File: src/rtl/dmem_access_ctrl.sv
// Data-memory port owner: CPU load/store lane handling plus a halted-mode dump sequencer.
// Optional macro DMEM_SIGN_EXT_EN adds i_cpu_unsigned and signed byte/half loads.
module dmem_access_ctrl #(
  parameter int NB_BITS    = 32,
  parameter int NB_DEPTH   = 8,
  parameter int NB_COL     = 4,
  parameter int DUMP_WORDS = 256
) (
  input  logic                i_clk,
  input  logic                i_rst,
  input  logic [NB_BITS-1:0]  i_cpu_addr,
  input  logic [NB_BITS-1:0]  i_cpu_wdata,
  input  logic [1:0]          i_cpu_write_ctl,
  input  logic [1:0]          i_cpu_read_ctl,
`ifdef DMEM_SIGN_EXT_EN
  input  logic                i_cpu_unsigned,
`endif
  output logic [NB_BITS-1:0]  o_cpu_rdata,
  output logic                o_cpu_misalign,
  output logic [NB_DEPTH-1:0] o_mem_addr,
  output logic [NB_BITS-1:0]  o_mem_wdata,
  output logic [NB_COL-1:0]   o_mem_we,
  output logic                o_mem_re,
  input  logic [NB_BITS-1:0]  i_mem_rdata,
  input  logic                i_dbg_halted,
  input  logic                i_dbg_start,
  input  logic                i_dbg_ready,
  output logic [NB_BITS-1:0]  o_dbg_data,
  output logic                o_dbg_valid,
  output logic                o_dbg_done,
  output logic                o_dbg_abort
);

  typedef enum logic [2:0] {IDLE, RD, WT, SEND, DONE} state_t;
  localparam logic [NB_DEPTH-1:0] LAST_ADDR = NB_DEPTH'(DUMP_WORDS - 1);

  state_t              state;
  logic [NB_DEPTH-1:0] dump_addr;

  logic                wr_act, rd_req, cpu_busy, misalign;
  logic [1:0]          op_size, off;
  logic [NB_COL-1:0]   cpu_we;
  logic [NB_BITS-1:0]  cpu_wdata;
  logic                unused_addr_bits;

  logic                ld_pending, ld_sx;
  logic [1:0]          ld_size, ld_off;
  logic [NB_BITS-1:0]  rdata_q, load_data, shifted;

  assign unused_addr_bits = ^i_cpu_addr[NB_BITS-1:NB_DEPTH+2];

  // A write wins over a simultaneous read, so alignment is judged on the effective op.
  assign wr_act   = |i_cpu_write_ctl;
  assign rd_req   = |i_cpu_read_ctl;
  assign cpu_busy = wr_act | rd_req;
  assign op_size  = wr_act ? i_cpu_write_ctl : i_cpu_read_ctl;
  assign off      = i_cpu_addr[1:0];
  assign misalign = (op_size == 2'b10 && off[0]) || (op_size == 2'b11 && off != 2'b00);
  assign o_cpu_misalign = cpu_busy & misalign;

  always_comb begin
    cpu_we    = '0;
    cpu_wdata = i_cpu_wdata;
    case (op_size)
      2'b01: begin
        cpu_we    = NB_COL'(1) << off;
        cpu_wdata = {NB_COL{i_cpu_wdata[7:0]}};
      end
      2'b10: begin
        cpu_we    = off[1] ? {{(NB_COL/2){1'b1}}, {(NB_COL/2){1'b0}}}
                           : {{(NB_COL/2){1'b0}}, {(NB_COL/2){1'b1}}};
        cpu_wdata = {(NB_COL/2){i_cpu_wdata[15:0]}};
      end
      2'b11:   cpu_we = '1;
      default: cpu_we = '0;
    endcase
  end

  // CPU owns the port whenever it asks for it; the dump only reads in otherwise idle RD cycles.
  always_comb begin
    o_mem_addr  = i_cpu_addr[NB_DEPTH+1:2];
    o_mem_wdata = cpu_wdata;
    o_mem_we    = '0;
    o_mem_re    = 1'b0;
    if (cpu_busy) begin
      if (!misalign) begin
        if (wr_act) o_mem_we = cpu_we;
        else        o_mem_re = 1'b1;
      end
    end else if (state == RD) begin
      o_mem_addr = dump_addr;
      o_mem_re   = 1'b1;
    end
  end

`ifdef DMEM_SIGN_EXT_EN
  always_ff @(posedge i_clk) begin
    if (i_rst)                                  ld_sx <= 1'b0;
    else if (!wr_act && rd_req && !misalign)    ld_sx <= ~i_cpu_unsigned;
  end
`else
  assign ld_sx = 1'b0;
`endif

  assign shifted = i_mem_rdata >> {ld_off, 3'b000};

  always_comb begin
    case (ld_size)
      2'b01:   load_data = {{(NB_BITS-8){ld_sx & shifted[7]}}, shifted[7:0]};
      2'b10:   load_data = {{(NB_BITS-16){ld_sx & shifted[15]}}, shifted[15:0]};
      default: load_data = i_mem_rdata;
    endcase
  end

  assign o_cpu_rdata = ld_pending ? load_data : rdata_q;

  always_ff @(posedge i_clk) begin
    if (i_rst) begin
      ld_pending <= 1'b0;
      ld_size    <= 2'b00;
      ld_off     <= 2'b00;
      rdata_q    <= '0;
    end else begin
      ld_pending <= !wr_act && rd_req && !misalign;
      if (!wr_act && rd_req && !misalign) begin
        ld_size <= i_cpu_read_ctl;
        ld_off  <= off;
      end
      if (ld_pending) rdata_q <= load_data;
    end
  end

  // Dump sequencer; losing i_dbg_halted in any active state aborts back to word 0.
  always_ff @(posedge i_clk) begin
    if (i_rst) begin
      state       <= IDLE;
      dump_addr   <= '0;
      o_dbg_data  <= '0;
      o_dbg_valid <= 1'b0;
      o_dbg_done  <= 1'b0;
      o_dbg_abort <= 1'b0;
    end else begin
      o_dbg_done  <= 1'b0;
      o_dbg_abort <= 1'b0;
      if ((state == RD || state == WT || state == SEND) && !i_dbg_halted) begin
        state       <= IDLE;
        dump_addr   <= '0;
        o_dbg_valid <= 1'b0;
        o_dbg_abort <= 1'b1;
      end else begin
        case (state)
          IDLE: if (i_dbg_start && i_dbg_halted) state <= RD;
          RD:   if (!cpu_busy) state <= WT;
          WT: begin
            o_dbg_data  <= i_mem_rdata;
            o_dbg_valid <= 1'b1;
            state       <= SEND;
          end
          SEND: if (i_dbg_ready) begin
            o_dbg_valid <= 1'b0;
            if (dump_addr == LAST_ADDR) begin
              dump_addr  <= '0;
              o_dbg_done <= 1'b1;
              state      <= DONE;
            end else begin
              dump_addr <= dump_addr + 1'b1;
              state     <= RD;
            end
          end
          DONE:    state <= IDLE;
          default: state <= IDLE;
        endcase
      end
    end
  end

endmodule

File: config.mk
export PLATFORM = sky130hd
export DESIGN_NAME = dmem_access_ctrl
export DESIGN_NICKNAME = d
export VERILOG_FILES = /design/src/rtl/dmem_access_ctrl.sv
export SDC_FILE = /design/constraint.sdc
export NUM_CORES = 1
export LEC_CHECK = 0
export ABC_CLOCK_PERIOD_IN_PS = 3500
export BUFFER_PORTS_ARGS = -buffer_cell sky130_fd_sc_hd__buf_2
export CAP_MARGIN = 10
export CORE_UTILIZATION = 35
export DETAILED_ROUTE_END_ITERATION = 7
export PLACE_DENSITY = 0.68
export REMOVE_ABC_BUFFERS = 1
export SETUP_SLACK_MARGIN = 0.2
export SLEW_MARGIN = 20
export SYNTH_ARGS = -nofsm -noshare
export SYNTH_HDL_FRONTEND = slang
export SYNTH_SLANG_ARGS = --single-unit
File: constraint.sdc
create_clock -name i_clk -period 3.5 [get_ports i_clk]
set_input_delay 0.175 -clock i_clk [delete_from_list [all_inputs] [get_ports i_clk]]
set_output_delay 0.175 -clock i_clk [all_outputs]
set_load 0.02 [all_outputs]
# == Word-level counts from Yosys, hierarchy flattened ==
# Cells that the tools add are included.
# W data, S select, Z words.
# classes
bitwise_logic,5
shift,2
n_lt_le_gt_ge,0
n_addsub,1
reduce_logical,23
div,0
muxes,25
n_eq_ne,12
multipliers,0
# ops
operator,count
$pmux W32 S2,2
$mux W32,1
$shr A32 B5 Y16,1
$mux W8,3
$mux W4,4
$mux W3,4
$pmux W3 S4,1
$pmux W4 S3,1
$add A8 B1 Y8 const B,1
$eq A8 B8 Y1 const B,1
$mux W1,7
$eq A2 B2 Y1 const B,3
$eq A3 B2 Y1 const B,2
$logic_and A1 B1 Y1,6
$ne A2 B2 Y1 const B,3
$reduce_and A2 Y1,3
$reduce_or A2 Y1,3
$eq A2 B1 Y1 const B,2
$reduce_bool A2 Y1,2
$reduce_or A4 Y1,1
$shl A1 B2 Y4 const A,1
$eq A3 B1 Y1 const B,1
$logic_not A1 Y1,3
$logic_not A3 Y1,1
7 further kinds,11
# word_totals
latchBits,0
inputBits,105
output_inout_bits,113
word_cells,78
register_bits,83
romBits,0
memories,0
ramBits,0

# == Logic depth before layout (Yosys ltp) ==
# Gate-level depths: netlist of run 1.
# depth
ltp_word,7
depth_mapped,9
depth_no_buf,8

# == Worst setup path before layout of run 1 ==
# Ideal clock, no wire load.
# synth_path
path_kind,input to output
from,in i_cpu_write_ctl[1]
to,out o_mem_we[1]
path_slack_ns,1.416
n_path_buf,0
stages,7
arrival_ns,1.909
required_ns,3.325
path_cell_list,inv_1 -> a21oi_1 -> inv_1 -> ha_1 -> nor2_1 -> mux2_2 -> nor4_1
# synth_between
elab_chain_cells,7
elab_cells_between_ends,13
cone_classes,3 x eq/ne; 5 x mux; 1 x bitwise; 4 x reduce/logical
# synth_rtl
element,line_no,text
from (decl),13,"input logic [1:0] i_cpu_write_ctl,"
$reduce_or A2 Y1,53,assign wr_act = |i_cpu_write_ctl;
$mux W2,56,assign op_size = wr_act ? i_cpu_write_ctl : i_cpu_read_ctl;
$eq A2 B2 Y1 or $eq A2 B1 Y1 (tied branches),"58, 64",
$pmux W4 S3 or $logic_and A1 B1 Y1 (tied branches),"64, 58",
$mux W4 or $logic_or A1 B1 Y1 (tied branches),"87, 58",
$mux W4,86,if (!misalign) begin
$mux W4 (*),85,if (cpu_busy) begin
to (decl),22,"output logic [NB_COL-1:0] o_mem_we,"
# Every way passes the cells marked *; elsewhere a longest branch is shown, timed or not.

# == Worst setup path in the final report of run 1 ==
# layout_path
from,reg ld_size[0]
to,out o_cpu_rdata[3]
# layout_between
elab_chain_cells,3
elab_cells_between_ends,4
cone_classes,2 x eq/ne; 2 x mux
# layout_rtl
element,line_no,text
from (decl),47,"logic [1:0] ld_size, ld_off;"
from (signal assigned),126,ld_size <= i_cpu_read_ctl;
$eq A2 B2 Y1 or $eq A2 B1 Y1 (tied branches),108,case (ld_size)
$pmux W32 S2 (*),108,
$mux W32 (*),--,
to (decl),18,"output logic [NB_BITS-1:0] o_cpu_rdata,"
# Marked as above.

==> reports/qor.yml, run 1 <==
outcome: "finished clean"
synth.avg_cell_area_um2: 7.47
p_sw_frac: 0.305
fin_crit_ns: 2.57
cp.required_ns: 3.32
synthAdderAreaFrac: 0.0191
synth_xor_area_frac: 0.0134
row_count: 41
port_buffers: 195
seqPwrFrac: 0.419
fp.dieH_um: 116
synth-compound-area-share: 0.220
wl_um: 13500
setup_viol: 0
synth_ff_type: "dfxtp_1"
cts_setup_buffers: 0
grt_max_degree: 60
synth-seq-area-share: 0.363
grt_overflow: 0
power.switching_mw: 0.708
insertion_delay_ns: 0.33
hold_viol: 0
p_per_area_mw_per_mm2: 396
synth_area_mm2: 0.00457
grt_usage: 0.197
grt_pass1_vias: 4135
vias: 4716
syn_inst: 612
whs_path_depth: 3
place_congestion: 0.804
nNetsFinal: 885
ys_warn_count: 0
ys_types: 46
final_layout_size_suffix_gt1_frac: 0.308
initial_utilization: 0.361
cp.arrival_ns: 2.39
clkTransAtPathRegs_ns: 0.06
combPwrFrac: 0.200
drtAntennaViolNets: 0
endpoint_kind: "primary output"
drtIter0Drc: 215
slew_viol_final: 0
drc_errors: 0
criticalPathCategory: "register to primary output"
peakVddDrop_uv: 197
fin_util: 0.462
fp.dieW_um: 116
clock_path_buffers: 2
yosysTopAreaCell: "dfxtp_1"
internal_power_mw: 1.61
synth_top_area_frac: 0.363
start_kind: "register"
hold_path.class: "primary input to register"
synthToLayoutAreaGrowth_pct: 28.0
antenna_cells: 0
critPathMaxFanout: 9
cts-root-buf: "clkbuf_16"
wire_per_inst_um: 14.2
yosys.area_share.simple: 0.232
clockPowerShare: 0.381
antenna_found_initial: 0
async_reset_ff_frac: 0
setup_tns_ns: 0
cts_made_buffers: 9
max_freq_mhz: 389
slew_headroom: 0.476
cts_tree: "done"
reg2reg_depth: 6
cts_resized: 0
rsz0062_at_grt: "no"
finalCritPeriodShare: 0.734
grt_pass1_wl_um: 20700
power_mw: 2.32
synth_seq_cells: 83
cts_hold_buf: 0
place_hpwl_um: 9760
core_mm2: 0.0127
die_area_mm2: 0.0135
synthMuxAreaShare: 0.0550
synth-edff-count: 0
cts_max_level: 3
vias_per_cell: 4.96
clock_skew_ns: 0.00597
power_leakage_nw: 2.62
clock-sinks: 83
firstDrtPassIters: 4
pre_cts_ws_ns: 1.19
tightest_slew_ns: 0.784
ios: 218
max_cap_violations: 0
synth_top_family_by_area: "simple AND/OR/NAND/NOR gates"
synth_area_leaders: "dfxtp_1, nand2_1, o21ai_0"
fin_ws_ns: 0.931
==> layout make-up <==
cell class	count	area (um2)
clock buffer	9	225
sequential	83	1660
timing repair buffer	204	1040
clock inverter	7	52.6
fill	1364	6820
tap	172	215
inverter	48	180
multi-input combinational	427	2470
==> logic make-up after synthesis <==
logic type	Yosys count
AOI/OAI and AO/OA	165
xor gates and xnor gates	7
adders and majority gates	7
buffers and inverters	102
DFF	83
muxes	21
and+or+nand+nor	227
==> cell usage after synthesis (3+ instances only) <==
cell and n:
nor2_1 41, a22o_1 8, a221oi_1 9, nor4_1 3
clkbuf_1 29, xnor2_1 5, nor3_1 14, nor2b_1 29
buf_2 7, a22oi_1 8, nand3_1 19, inv_1 48
o32ai_1 8, buf_1 5, buf_4 13, dfxtp_1 83
mux2_4 8, o21ai_0 51, nand2_1 107, a21oi_1 47
o22ai_1 24, mux2i_1 12, ha_1 7
==> per-layer routing <==
metal / part of all wire / track usage
met1: 0.44 / 0.236
met2: 0.50 / 0.359
met3: 0.054 / 0.0343
met4: 0.0062 / 0.0538
met5: 0 / 0
==> registers in the layout (all words and copies together), names as in the netlist <==
signal	flops
o_dbg_data	32
rdata_q	32
dump_addr	8
state	3
ld_off	2
ld_size	2
ld_pending	1
o_dbg_abort	1
o_dbg_done	1
o_dbg_valid	1
==> power by group through the flow <==
stage | registers, mW | clock network, mW | logic [mW]
final | 0.972 | 0.883 | 0.463
after CTS | 0.972 | 0.907 | 0.465
after detailed placement | 0.993 | 0 | 0.463
after floorplan | 1.00 | 0 | 0.246
after global placement | 0.992 | 0 | 0.462
after global routing | 0.973 | 0.957 | 0.504
==> stage by stage <==
| stage | cells | area [um2] | hold WS, ns |
|---|---|---|---|
| floorplan | 558 | 4310 | 0.244 |
| global placement | 934 | 5580 | 0.432 |
| detailed placement | 934 | 5580 | 0.434 |
| CTS | 950 | 5850 | 0.0734 |
| global route | 950 | 5850 | 0.0816 |
| finish | 950 | 5850 | 0.0893 |
==> worst paths after layout <==
path	start	slack (ns)	to
worst max register to register	ld_size[0]	1.50	rdata_q[3]
worst min register to register	o_dbg_data[2]	0.45	o_dbg_data[2]
worst max-delay path	ld_size[0]	0.93	o_cpu_rdata[3]
worst min-delay path	i_mem_rdata[14]	0.09	o_dbg_data[14]
==> cells in the final DEF (no fill, tap or decap), drive strengths merged, types with 2 or more instances in the layout <==
cell	count
a21oi	47
a221oi	9
a22o	8
a22oi	8
buf	204
clkbuf	9
clkinv	5
dfxtp	83
ha	7
inv	49
mux2	9
mux2i	12
nand2	107
nand2b	2
nand3	20
nand4	2
nor2	42
nor2b	29
nor3	14
nor4	4
o21ai	51
o21bai	3
o22ai	24
o32ai	8
or2	2
xnor2	5
xor2	2
==> critical path: stages, from the launching register on <==
cell and delay (ns):
dfxtp_1 0.36, inv_1 0.05, ha_1 0.37, nor2_1 0.64
a221oi_1 0.12, nor2_1 0.21, o22ai_1 0.11, buf_2 0.19
(Power assumes the default switching activity.)
==> run 2: changes to the inputs <==
--- a/config.mk
+++ b/config.mk
@@ -5,7 +5,7 @@
 export SDC_FILE = /design/constraint.sdc
 export NUM_CORES = 1
 export LEC_CHECK = 0
-export ABC_CLOCK_PERIOD_IN_PS = 3500
+export ABC_CLOCK_PERIOD_IN_PS = 2600
 export BUFFER_PORTS_ARGS = -buffer_cell sky130_fd_sc_hd__buf_2
 export CAP_MARGIN = 10
 export CORE_UTILIZATION = 35
==> constraint.sdc (replaced) <==
create_clock -name i_clk -period 2.6 [get_ports i_clk]
set_input_delay 0.13 -clock i_clk [delete_from_list [all_inputs] [get_ports i_clk]]
set_output_delay 0.13 -clock i_clk [all_outputs]
set_load 0.02 [all_outputs]
==> run 2 against run 1 <==
  * Cell count rose by 0.32%
  * Non-clock buffer count rose by 3
  * Worst hold slack got worse by 0.050 ns
  * Worst setup slack got worse by 0.58 ns
  * Clock power rose by 47%
  * Global-route usage rose by 0.73 points
  * Cell area rose by 1.2%
  * Combinational power rose by 36%
  * Highest routed layer unchanged
==> reports/qor.yml, run 2 (synthesized netlist as in run 1, its figures left out) <==
nNetsFinal: 888  # +0.34%
fp.dieH_um: 116  # unchanged
critPathTopFamily: "buffers and inverters"
cts_made_buffers: 9  # unchanged
critPathBufInv: 3  # +1
final_cell_mix: "buf_2, nand2_1, dfxtp_1"
peakVddDrop_uv: 323  # +64%
endpoint_kind: "primary output"
cts-root-buf: "clkbuf_16"
seqPwrFrac: 0.404  # -0.015
tightest_slew_ns: 0.728  # -0.0559 ns
insertion_delay_ns: 0.34  # about the same
power_leakage_nw: 2.65  # +1.2%
drtIter0Drc: 240  # +12%
grt_pass1_vias: 4397  # +6.3%
grt_overflow: 0  # unchanged
drtAntennaViolNets: 0  # unchanged
power.switching_mw: 0.965  # +36%
setup_viol: 0  # unchanged
wire_per_inst_um: 14.1  # -0.70%
fp.dieW_um: 116  # unchanged
place_hpwl_um: 10000  # +2.5%
grt_pass1_wl_um: 21400  # +3.7%
rsz0062_at_grt: "no"
firstDrtPassIters: 5  # +1
cp.arrival_ns: 2.12  # -0.27 ns
slew_viol_final: 0  # unchanged
setup_tns_ns: 0  # unchanged
cp_slowest_stage_delay_ns: 0.38  # -0.26 ns
cts_max_level: 3  # unchanged
slew_headroom: 0.514  # +0.0373
grt_usage: 0.204  # +0.00727
grt_max_degree: 55  # -8.3%
vias_per_cell: 5.02  # +1.1%
p_per_area_mw_per_mm2: 546  # +38%
clock-sinks: 83  # unchanged
power_mw: 3.24  # +40%
final_layout_size_suffix_gt1_frac: 0.316  # +0.00778
max_freq_mhz: 444
port_buffers: 195  # unchanged
cp.required_ns: 2.47  # -0.85 ns
place_congestion: 0.824  # +2.6%
layout_commonest_cell: "buf_2"
fillers: 1321  # -3.2%
hold_viol: 0  # unchanged
reg.largest.list: "o_dbg_data: 32 flops, rdata_q: 32 flops, dump_addr: 8 flops"
finalCritPeriodShare: 0.866
multi_input_area_mm2: 0.00249  # +0.56%
clock_path_buffers: 2  # unchanged
internal_power_mw: 2.27  # +41%
cts_tree: "done"
antenna_cells: 0  # unchanged
outcome: "finished clean"
drc_errors: 0  # unchanged
die_area_mm2: 0.0135  # unchanged
synthToLayoutAreaGrowth_pct: 29.6
core_mm2: 0.0127  # unchanged
hold_path.class: "primary input to register"
critPathSlowestCell: "ha_2"
max_cap_violations: 0  # unchanged
criticalPathCategory: "register to primary output"
critPathMaxFanout: 24  # +15
antenna_found_initial: 0  # unchanged
fin_crit_ns: 2.25
start_kind: "register"
crit_chain: "inv_1 > ha_2 > nor2_2 > buf_4 > o22ai_1 > nor2_1 > buf_2"
vias: 4783  # +1.4%
row_count: 41  # unchanged
clock_skew_ns: 0.00618  # +0.000214 ns
p_sw_frac: 0.298  # -0.00699
cts_setup_buffers: 0  # unchanged
wl_um: 13400  # -0.39%
seqCellArea_mm2: 0.00166  # unchanged
clockPowerShare: 0.402  # +0.021
clkTransAtPathRegs_ns: 0.06  # about the same
initial_utilization: 0.361  # unchanged
ios: 218  # unchanged
combPwrFrac: 0.194  # -0.006
-- run 2: changes by cell type in the layout (fill, tap and decap cells not counted), sizes merged --
cell	before	now
buf	204	207
bufinv	0	1
clkinv	5	2
clkinvlp	1	2
inv	49	50
-- run 2: final timing paths --
path	slack, ns	start	to	cells after the start
worst max register to register	0.86	ld_size[0]	rdata_q[27]	6
worst min register to register	0.45	o_dbg_data[14]	o_dbg_data[14]	2
worst max-delay path	0.35	ld_size[0]	o_cpu_rdata[11]	7
worst min-delay path	0.04	i_mem_rdata[14]	o_dbg_data[14]	3
-- run 2: cell type report --
class                           instances  area share
Tap cell                              172      0.0363
Sequential cell                        83       0.281
Clock buffer                            9      0.0380
Inverter                               48      0.0304
Multi-Input combinational cell        427       0.420
Clock inverter                          7      0.0129
Timing Repair Buffer                  207       0.182
-- run 2: through the flow --
step	instance area, um2	hold slack (ns)	setup WS, ns	util	std cells
4_1_cts	5920	0.0298	0.205	0.467	953
5_1_grt	5930	0.0341	0.208	0.468	953
3_5_place_dp	5610	0.389	0.336	0.443	937
6_report	5930	0.0394	0.349	0.468	953
2_1_floorplan	4310	0.199	0.276	-	558
3_3_place_gp	5610	0.387	0.355	0.443	937
-- run 2: what timing repair did --
action,in CTS,in global routing
setup endpoints to repair,1,13
hold buffers,0,0
resized for setup,1,3
-- run 2: worst reg2reg max path, stage by stage (launching register included) --
cell and delay (ns):
dfxtp_1 0.37, inv_1 0.06, ha_2 0.46, buf_4 0.30
nand3_1 0.10, o21ai_0 0.21, nor2b_1 0.18
-- run 2: routing by layer --
| layer | part of all wire | vias to the layer above | global-route usage |
|---|---|---|---|
| li1 | - | 2411 | - |
| met1 | 0.44 | 2171 | 0.256 |
| met2 | 0.48 | 185 | 0.352 |
| met3 | 0.066 | 16 | 0.0358 |
| met4 | 0.020 | 0 | 0.0701 |
| met5 | 0 | - | 0 |
-- run 2: power by group through the flow --
stage                     Combinational (mW)  Sequential (mW)  Clock [mW]
after floorplan                        0.332             1.35           0
after global placement                 0.624             1.34           0
after detailed placement               0.626             1.34           0
after CTS                              0.629             1.31        1.32
after global routing                   0.684             1.31        1.39
final                                  0.628             1.31        1.30
==> run 3: changes to the inputs <==
--- a/config.mk
+++ b/config.mk
@@ -8,9 +8,9 @@
 export ABC_CLOCK_PERIOD_IN_PS = 2600
 export BUFFER_PORTS_ARGS = -buffer_cell sky130_fd_sc_hd__buf_2
 export CAP_MARGIN = 10
-export CORE_UTILIZATION = 35
+export CORE_UTILIZATION = 40
 export DETAILED_ROUTE_END_ITERATION = 7
-export PLACE_DENSITY = 0.68
+export PLACE_DENSITY = 0.76
 export REMOVE_ABC_BUFFERS = 1
 export SETUP_SLACK_MARGIN = 0.2
 export SLEW_MARGIN = 20
==> run 3 against run 2 <==
  * Fmax rose by 2.7%
  * Worst setup slack improved by 0.060 ns
  * First-iteration DRC count rose by 8.3%
  * Sequential share of layout area barely moved
  * Largest power group is now clock
==> reports/qor.yml, run 3 (synthesized netlist as in run 1, its figures left out) <==
hold_path.class: "primary input to register"
grt_usage: 0.216  # +0.0118
wl_um: 12900  # -3.8%
final_cell_mix: "buf_2, nand2_1, dfxtp_1"
wire_per_inst_um: 13.9  # -1.0%
clkTransAtPathRegs_ns: 0.06  # about the same
layout_commonest_cell: "buf_2"
peakVddDrop_uv: 460  # +43%
endpoint_kind: "primary output"
fillers: 1060  # -20%
cts_max_level: 3  # unchanged
vias: 4784  # +0.021%
place_congestion: 0.847  # +2.7%
fp.dieW_um: 109  # -6.3%
setup_tns_ns: 0  # unchanged
nNetsFinal: 893  # +0.56%
r2r_start: "state[0]"
grt_pass1_vias: 4176  # -5.0%
max_freq_mhz: 456  # +2.7%
setup_viol: 0  # unchanged
ios: 218  # unchanged
die_area_mm2: 0.0119  # -12%
p_per_area_mw_per_mm2: 564  # +3.3%
cts_tree: "done"
antenna_cells: 0  # unchanged
slew_headroom: 0.571  # +0.0574
fin_crit_ns: 2.19  # -0.0595 ns
criticalPathCategory: "register to primary output"
initial_utilization: 0.416  # +0.0555
clock_skew_ns: 0.00507  # -0.00111 ns
start_kind: "register"
finalCritPeriodShare: 0.843  # -0.0229
cp.arrival_ns: 2.06  # -0.06 ns
reg2reg_depth: 4  # -2
reg2reg_to: "dump_addr[0]"
min_to: "o_dbg_data[15]"
hold_viol: 0  # unchanged
clock-sinks: 83  # unchanged
whs_path_depth: 3  # unchanged
power_mw: 3.34  # +3.3%
row_count: 38  # -7.3%
fp.dieH_um: 109  # -6.3%
tightest_slew_ns: 0.642  # -0.0860 ns
place_hpwl_um: 9670  # -3.3%
rrSetupSlack_ns: 0.87  # about the same
cts_setup_buffers: 0  # unchanged
port_buffers: 195  # unchanged
vias_per_cell: 5.17  # +2.9%
grt_pass1_wl_um: 20000  # -6.6%
reg.largest.list: "o_dbg_data: 32 flops, rdata_q: 32 flops, dump_addr: 8 flops"
critPathMaxFanout: 14  # -42%
cts-root-buf: "clkbuf_16"
cts_hold_buf: 0  # unchanged
synthToLayoutAreaGrowth_pct: 29.6  # about the same
power_leakage_nw: 2.69  # +1.3%
drtAntennaViolNets: 0  # unchanged
cts_resized: 0  # -1
max_cap_violations: 0  # unchanged
grt_overflow: 0  # unchanged
final_layout_size_suffix_gt1_frac: 0.316  # -0.000740
grt_max_degree: 30  # -45%
slew_viol_final: 0  # unchanged
worstHoldStart: "i_mem_rdata[15]"
outcome: "finished clean"
core_mm2: 0.0110  # -13%
drtIter0Drc: 260  # +8.3%
firstDrtPassIters: 6  # +1
antenna_found_initial: 0  # unchanged
drc_errors: 0  # unchanged
cp.required_ns: 2.47  # about the same
clock_path_buffers: 2  # unchanged
rsz0062_at_grt: "no"
cts_made_buffers: 9  # unchanged
insertion_delay_ns: 0.34  # about the same
[run 3: cell types whose count changed in the layout (fill, tap and decap cells not counted), sizes merged]
cell      before  now
clkbuf         9   12
bufinv         1    2
clkinvlp       2    1
inv           50   48
clkinv         2    1
buf          207  212
[run 3: critical path, stage by stage (launching register included)]
cell and delay [ns]:
dfxtp_1 0.63, nor2b_1 0.26, a221oi_1 0.38, nor2_1 0.10, o22ai_1 0.16, buf_2 0.19
[run 3: layout make-up]
cell class | instances | area, um2 | share of cell area
sequential | 83 | 1660 | 0.280
tap | 140 | 175 | 0.0295
multi-input combinational | 427 | 2480 | 0.418
timing repair buffer | 212 | 1100 | 0.186
clock inverter | 4 | 72.6 | 0.0122
inverter | 48 | 180 | 0.0304
clock buffer | 12 | 256 | 0.0433
[run 3: metrics by stage]
stage / cell area [um2] / setup slack [ns] / hold WS, ns / std cells / util
2_1_floorplan: 4310 / 0.276 / 0.199 / 558 / -
3_3_place_gp: 5590 / 0.488 / 0.390 / 910 / 0.509
3_5_place_dp: 5590 / 0.495 / 0.393 / 910 / 0.509
4_1_cts: 5920 / 0.291 / 0.0364 / 926 / 0.539
5_1_grt: 5930 / 0.227 / 0.0506 / 926 / 0.540
6_report: 5930 / 0.409 / 0.0408 / 926 / 0.540
[run 3: worst max path at each step]
stage | start | to | slack [ns] | depth (start not counted)
2_1_floorplan | ld_size[0] | o_cpu_rdata[0] | 0.28 | 5
3_3_place_gp | i_cpu_write_ctl[0] | o_mem_wdata[8] | 0.49 | 8
3_5_place_dp | i_cpu_write_ctl[0] | o_mem_wdata[8] | 0.49 | 8
4_1_cts | ld_size[0] | o_cpu_rdata[2] | 0.29 | 7
5_1_grt | ld_off[1] | o_cpu_rdata[2] | 0.23 | 5
6_report | ld_off[1] | o_cpu_rdata[4] | 0.41 | 5
[run 3: power by group]
| group | switching, mW | internal (mW) | total, mW |
|---|---|---|---|
| clock network | 0.517 | 0.893 | 1.41 |
| registers | 0.0195 | 1.29 | 1.31 |
| logic | 0.391 | 0.229 | 0.620 |
| total | 0.927 | 2.42 | 3.34 |
[run 3: layer usage]
layer / track usage / wire [um]
met5: 0 / 0
met4: 0.0830 / 161
met3: 0.0436 / 866
met2: 0.365 / 6200
met1: 0.269 / 5660
